[src/rtl/nn_config_loader.sv]
// nn_config_loader
// Takes a flat stream of 32-bit configuration words (valid/ready) and turns it
// into the per-neuron write strobes decoded by every neuron instance. The stream
// is ordered layer by layer and neuron by neuron. Each neuron gets all of its
// weight words and then one bias word.
//
// Ports
//   clk, rst            clock; asynchronous active-high reset
//   start               one-cycle pulse that begins a load (ignored while loading)
//   cfg_data/cfg_valid  incoming configuration word
//   cfg_ready           high while loading (WEIGHT or BIAS); a pure state decode
//   weightValid/Value   weight write strobe, value = cfg_data[15:0]
//   biasValid/Value     bias write strobe, value = cfg_data
//   config_layer_num    target layer of the current strobe (layer + firstLayerNo)
//   config_neuron_num   target neuron of the current strobe (0-based)
//   busy / done         load in progress / full configuration delivered
module nn_config_loader #(
  parameter int numLayers    = 3,
  parameter int firstLayerNo = 1,
  parameter int neurons0     = 30,
  parameter int neurons1     = 30,
  parameter int neurons2     = 10,
  parameter int neurons3     = 10,
  parameter int weights0     = 784,
  parameter int weights1     = 30,
  parameter int weights2     = 30,
  parameter int weights3     = 10
) (
  input  logic        clk,
  input  logic        rst,
  input  logic        start,
  input  logic [31:0] cfg_data,
  input  logic        cfg_valid,
  output logic        cfg_ready,
  output logic        weightValid,
  output logic [15:0] weightValue,
  output logic        biasValid,
  output logic [31:0] biasValue,
  output logic [31:0] config_layer_num,
  output logic [31:0] config_neuron_num,
  output logic        busy,
  output logic        done
);

  function automatic int max4(input int a, input int b, input int c, input int d);
    int m;
    m = a;
    if (b > m) m = b;
    if (c > m) m = c;
    if (d > m) m = d;
    return m;
  endfunction

  // The weight counter covers every layer's weight count, including layers that
  // are not in use, so a parameter change never silently truncates it.
  localparam int MAXW = max4(weights0, weights1, weights2, weights3);
  localparam int WCW  = $clog2(MAXW + 1);

  typedef enum logic [1:0] {
    IDLE   = 2'd0,
    WEIGHT = 2'd1,
    BIAS   = 2'd2,
    DONE   = 2'd3
  } state_t;

  state_t           state_q, state_d;
  logic [7:0]       layer_q, layer_d;
  logic [7:0]       neuron_q, neuron_d;
  logic [WCW-1:0]   wcnt_q, wcnt_d;

  logic             wv_q, wv_d;
  logic [15:0]      wval_q, wval_d;
  logic             bv_q, bv_d;
  logic [31:0]      bval_q, bval_d;
  logic [31:0]      lnum_q, lnum_d;
  logic [31:0]      nnum_q, nnum_d;

  logic             accept;
  logic [31:0]      weights_l;
  logic [31:0]      neurons_l;

  function automatic logic [31:0] weights_of(input logic [7:0] l);
    case (l)
      8'd0:    return 32'(weights0);
      8'd1:    return 32'(weights1);
      8'd2:    return 32'(weights2);
      default: return 32'(weights3);
    endcase
  endfunction

  function automatic logic [31:0] neurons_of(input logic [7:0] l);
    case (l)
      8'd0:    return 32'(neurons0);
      8'd1:    return 32'(neurons1);
      8'd2:    return 32'(neurons2);
      default: return 32'(neurons3);
    endcase
  endfunction

  assign weights_l = weights_of(layer_q);
  assign neurons_l = neurons_of(layer_q);

  // Ready comes from the registered state only. It never looks at cfg_valid,
  // so there is no combinational path from valid to ready.
  assign cfg_ready = (state_q == WEIGHT) || (state_q == BIAS);
  assign accept    = cfg_valid && cfg_ready;

  always_comb begin
    state_d  = state_q;
    layer_d  = layer_q;
    neuron_d = neuron_q;
    wcnt_d   = wcnt_q;
    wv_d     = 1'b0;
    bv_d     = 1'b0;
    wval_d   = wval_q;
    bval_d   = bval_q;
    lnum_d   = lnum_q;
    nnum_d   = nnum_q;

    case (state_q)
      IDLE, DONE: begin
        if (start) begin
          state_d  = WEIGHT;
          layer_d  = 8'd0;
          neuron_d = 8'd0;
          wcnt_d   = '0;
        end
      end

      WEIGHT: begin
        if (accept) begin
          wv_d   = 1'b1;
          wval_d = cfg_data[15:0];
          lnum_d = 32'(layer_q) + 32'(firstLayerNo);
          nnum_d = 32'(neuron_q);
          if (32'(wcnt_q) == weights_l - 32'd1) begin
            wcnt_d  = '0;
            state_d = BIAS;
          end else begin
            wcnt_d = wcnt_q + {{(WCW-1){1'b0}}, 1'b1};
          end
        end
      end

      BIAS: begin
        if (accept) begin
          bv_d   = 1'b1;
          bval_d = cfg_data;
          lnum_d = 32'(layer_q) + 32'(firstLayerNo);
          nnum_d = 32'(neuron_q);
          if (32'(neuron_q) < neurons_l - 32'd1) begin
            neuron_d = neuron_q + 8'd1;
            state_d  = WEIGHT;
          end else if (32'(layer_q) < 32'(numLayers) - 32'd1) begin
            layer_d  = layer_q + 8'd1;
            neuron_d = 8'd0;
            state_d  = WEIGHT;
          end else begin
            state_d = DONE;
          end
        end
      end

      default: state_d = IDLE;
    endcase
  end

  always_ff @(posedge clk or posedge rst) begin
    if (rst) begin
      state_q  <= IDLE;
      layer_q  <= 8'd0;
      neuron_q <= 8'd0;
      wcnt_q   <= '0;
      wv_q     <= 1'b0;
      wval_q   <= 16'd0;
      bv_q     <= 1'b0;
      bval_q   <= 32'd0;
      lnum_q   <= 32'd0;
      nnum_q   <= 32'd0;
    end else begin
      state_q  <= state_d;
      layer_q  <= layer_d;
      neuron_q <= neuron_d;
      wcnt_q   <= wcnt_d;
      wv_q     <= wv_d;
      wval_q   <= wval_d;
      bv_q     <= bv_d;
      bval_q   <= bval_d;
      lnum_q   <= lnum_d;
      nnum_q   <= nnum_d;
    end
  end

  assign weightValid       = wv_q;
  assign weightValue       = wval_q;
  assign biasValid         = bv_q;
  assign biasValue         = bval_q;
  assign config_layer_num  = lnum_q;
  assign config_neuron_num = nnum_q;
  // busy drops on the edge that enters DONE, in the same cycle as the last biasValid.
  assign busy              = cfg_ready;
  assign done              = (state_q == DONE);

endmodule

[config.mk]
export PLATFORM = sky130hd
export DESIGN_NAME = nn_config_loader
export DESIGN_NICKNAME = d
export VERILOG_FILES = /design/src/rtl/nn_config_loader.sv
export SDC_FILE = /design/constraint.sdc
export NUM_CORES = 1
export LEC_CHECK = 0
export ABC_AREA = 1
export CAP_MARGIN = 5
export CORE_ASPECT_RATIO = 1.25
export CORE_MARGIN = 4
export CORE_UTILIZATION = 45
export CTS_CLUSTER_SIZE = 30
export DETAILED_ROUTE_END_ITERATION = 6
export PLACE_DENSITY = 0.79
export SYNTH_ARGS = -nofsm -noshare
export SYNTH_HDL_FRONTEND = slang
export SYNTH_SLANG_ARGS = --single-unit
[constraint.sdc]
create_clock -name clk -period 3.7 [get_ports clk]
set_input_delay 0.37 -clock clk [delete_from_list [all_inputs] [get_ports clk]]
set_output_delay 0.37 -clock clk [all_outputs]
set_load 0.01 [all_outputs]
# Yosys cells after proc, flatten, opt, wreduce, memory -nomap -nowiden
# Cells that the tools add are included.
# totals
output_inout_bits	117
regBits	118
mem_count	0
elab_cells	73
ram_bits	0
romBits	0
inputBits	36
latch_bits	0
# op_classes
n_addsub	6
div	0
bitwise	0
shifts	0
n_eq_ne	13
reduce_logical	17
muxes	25
n_lt_le_gt_ge	2
n_mul	0
# op_table
cell	count
$sub A32 B1 Y32 const B	2
$mux W8	7
$pmux W10 S2	2
$eq A10 B32 Y1	1
$lt A8 B32 Y1	1
$pmux W8 S2	2
$mux W10	3
$add A8 B1 Y8 const B	2
$mux W2	6
$add A10 B1 Y10 const B	1
$add A8 B1 Y9 const B	1
$eq A8 B1 Y1 const B	1
$eq A8 B2 Y1 const B	1
$logic_not A8 Y1	1
$lt A8 B2 Y1 const B	1
$ne A2 B2 Y1 const B	4
$reduce_and A4 Y1	2
$reduce_or A2 Y1	4
$pmux W2 S3	1
$reduce_and A2 Y1	3
$mux W5	1
$reduce_and A5 Y1	1
$eq A2 B2 Y1 const B	2
$ne A2 B1 Y1 const B	2
8 further kinds	11

# Logic depth before layout (Yosys ltp)
# logic_depth
ltp_word	8
ltp_mapped	17

# Worst setup path before layout
# No wires, ideal clock.
# synth_path
kind	register -> register
from	register layer_q[0]
to	register layer_q[0]
required_ns	3.617
stages_incl_launch_ff	16
arrival_time_ns	2.068
n_path_buf	0
slack_ns	1.550
path_cell_list	dfrtp_1 inv_1 ha_1 nand2_4 nor2_4 a31oi_1 ha_1 inv_1 o21bai_1 nand3_1 nand2_1 nor2_1 nor2_4 inv_1 nand2_1 o21ai_0
# synth_via
elab_chain_len	7
elab_cells_between_ends	15
# synth_lines
element	line_no	source
start: declaration	67	logic [7:0] layer_q, layer_d;
start signal: assignment	182	layer_q <= layer_d;
$eq A8 B1 Y1 / $logic_not A8 Y1 (equally long branches)	92	case (l)
$reduce_or A2 Y1 (no source line)	--	
$mux W5	92	
$sub A32 B1 Y32	151	if (32'(neuron_q) < neurons_l - 32'd1) begin
$lt A8 B32 Y1	151	
$ne A2 B2 Y1 (no source line)	--	
$reduce_and A5 Y1 (no source line)	--	
# Several ways; a longest one is shown, not always the timed one. The select of a mux whose other input is x is not followed.
# A chain may end at the register's enable or synchronous reset.

# Final worst setup path
# Same ends and word-level chain as after synthesis.

==> results.yml <==
power:
  ir_drop_uv: 434
  power_per_cell_area_nw_per_um2: 686
  p_leak_nw: 2.86
  power_w: 0.00404
timing:
  slew_headroom_pct: 46.9
  maxSlewViolCount: 0
  tightest_slew_ps: 796
  max_freq_mhz: 407
  period_share_pct: 66.4
  grt_setup_unrepaired: "no"
  hold_viol_final: 0
  period_minus_slack_ps: 2460
  setup-violations-final: 0
  clock_skew_ps: 4.55
  setup_slack_ps: 1240
  setup_tns_ps: 0
  whs_ps: 378
clocking:
  cts_buffers: 9
  cts_resized: 0
  ctsHoldBuffers: 0
  cts_sinks: 95
  clk_path_buf_depth: 2
  cts_root_buf: "clkbuf_16"
  clk_pin_slew_worst_paths_ps: 60
  clkLatencyLatePin_ps: 330
  htreeDepth: 3
  post_cts_buffers: 0
  cts_tree: "built"
critical_path:
  crit_chain: "inv_1 -> ha_1 -> nand2_4 -> nor2_4 -> a31oi_1 -> ha_1 -> inv_1 -> o21bai_1 -> nand3_1 -> nand2_1 -> nor2_1 -> nor2_4 -> inv_1 -> nand2_1 -> o21ai_0"
  cp.arrival_ps: 2710
  worstPathMaxFanout: 6
  max_stage_delay_ps: 430
  worst_path_max_delay_cell: "dfrtp_1"
  start_kind: "register"
  crit_path_frequent_cell: "inv_1"
  critical_path_required_ps: 3950
  crit_type: "register to register"
  cp-end-kind: "register"
synthesis:
  postSynthAreaPerCell_sq_um: 8.70
  synth_ff_type: "dfrtp_1"
  synth-edff-count: 0
  synth_cell_types: 35
  postSynth.asyncResetShare_pct: 100
  synth_area_sq_um: 4620
  syn-instance-count: 531
  synth-seq-area-share_pct: 51.5
  ys_ff_latch: 95
  yosys_warnings: 0
die:
  die_h_microns: 121
  start_util_pct: 45.9
  die-area_sq_um: 12000
  core_sq_um: 10100
  io-pin-count: 153
  die_x_microns: 98.6
  fp-row-count: 41
global_routing:
  grt_pass1_wl_microns: 16000
  overflow: 0
  grt_antenna_before_repair: 0
  grt_usage_pct: 16.6
  grt_pass1_vias: 3454
  grt_max_degree: 50
route:
  drcViolationCount: 0
  detail_route.iter0.violations: 182
  vias_per_cell: 4.66
  dr.pass1.iters: 4
  avgRoutedWirePerCell_microns: 12.8
  vias: 3569
  routed_wl_microns: 9780
  ant_nets: 0
min_path:
  worstHoldPathType: "input pin to asynchronous set/reset pin"
place:
  numPortBuffers: 105
  post-place-ws_ps: 1270
  gp_congestion: 0.809
  dp.final_hpwl_microns: 7280
cells_and_area:
  layout-drive-gt1-share_pct: 5.49
  final_common_cell: "nand2_1"
  layout_common_cells: "nand2_1 (143), clkdlybuf4s50_1 (105), dfrtp_1 (95), inv_1 (58), o21ai_0 (53)"
  syn_to_final_growth_pct: 27.4
  final_nets: 682
  diodes: 0
status:
  status: "finished, final reports clean"
job:
  drv_cap: 0
[worst max-delay path: cells and delay by family (launching register included)]
family | cells | cell delay (ps)
compound gates | 3 | 330
fa+ha+maj | 2 | 510
buf+inv | 3 | 330
flops | 1 | 430
simple gates | 7 | 760
[synth_stat cells (2+ instances only)]
cell      instances  area share (%)
nand2_2           4            0.54
dfrtp_1          95              51
inv_1            59             4.8
nand2_1         143              12
nor2_4            3            0.73
xnor2_1           2            0.38
o22ai_1           3            0.41
buf_6             2            0.49
a21oi_1          11             1.2
clkbuf_1         11            0.89
nor3_2            2            0.43
inv_2             4            0.32
nor2_1           19             1.5
buf_4            48             7.8
o21ai_0          53             5.7
nand3_1          19             2.1
nor2_2            2            0.27
ha_1             13             3.5
nand4_1           5            0.68
xor2_1           12             2.3
nor3_1            7            0.76
[metrics by stage]
step	cell area (sq um)	utilization, %	std cells
final	5890	58.5	766
after floorplan	4790	-	577
after detailed placement	5600	55.6	751
after CTS	5890	58.5	766
after global routing	5890	58.5	766
after global placement	5600	55.6	751
[routing by layer]
layer  global-route usage (%)  vias up  routed length [microns]
met4                     6.40        0                      171
met3                     6.04       15                      800
met2                     27.2      130                     4880
met1                     19.9     1664                     3930
li1                         -     1760                        -
met5                        0        -                        0
[logic make-up (layout without fill, tap and decap cells)]
family          count (synthesis)  count (layout)  share of synthesized area (%)
flops                          95              95                           51.5
other cells                     1              47                         0.0812
buf+inv                       127             187                           14.6
fa+ha+maj                      13              13                           3.52
simple gates                  208             208                           19.4
xor+xnor                       14              14                           2.65
compound gates                 73              73                           8.32
[final cells by class]
class                   instances  area, sq um
clock buffers                  12          246
repair buffers                108         1070
inverters                      64          241
clock inverters                 3         43.8
flip-flops and latches         95         2380
fillers                       880         4170
multi-input cells             355         1740
well taps                     129          161
[state kept, by name, summed over array words and instances, names as in the netlist]
signal             flops
biasValid              1
biasValue             32
config_layer_num       9
config_neuron_num      8
layer_q                8
neuron_q               8
state_q                2
wcnt_q                10
weightValid            1
weightValue           16
[path summary, 6_finish.rpt]
check / startpoint / end / slack (ps) / cells past startpoint
hold / removal: rst / config_neuron_num[7] / 380 / 2
hold reg to reg: biasValue[28] / biasValue[28] / 480 / 2
setup / recovery: layer_q[0] / layer_q[0] / 1240 / 15
setup reg to reg: layer_q[0] / layer_q[0] / 1240 / 15
min in group clk: biasValue[28] / biasValue[28] / 480 / 2
max in group asynchronous: rst / biasValid / 2480 / 3
[report_power, final]
group	internal [W]	switching [W]	leakage [nW]
Combinational	0.000752	0.000858	1.47
Clock	0.000539	0.000366	0.143
Sequential	0.00133	0.000188	1.25
(Power assumes the default switching activity.)
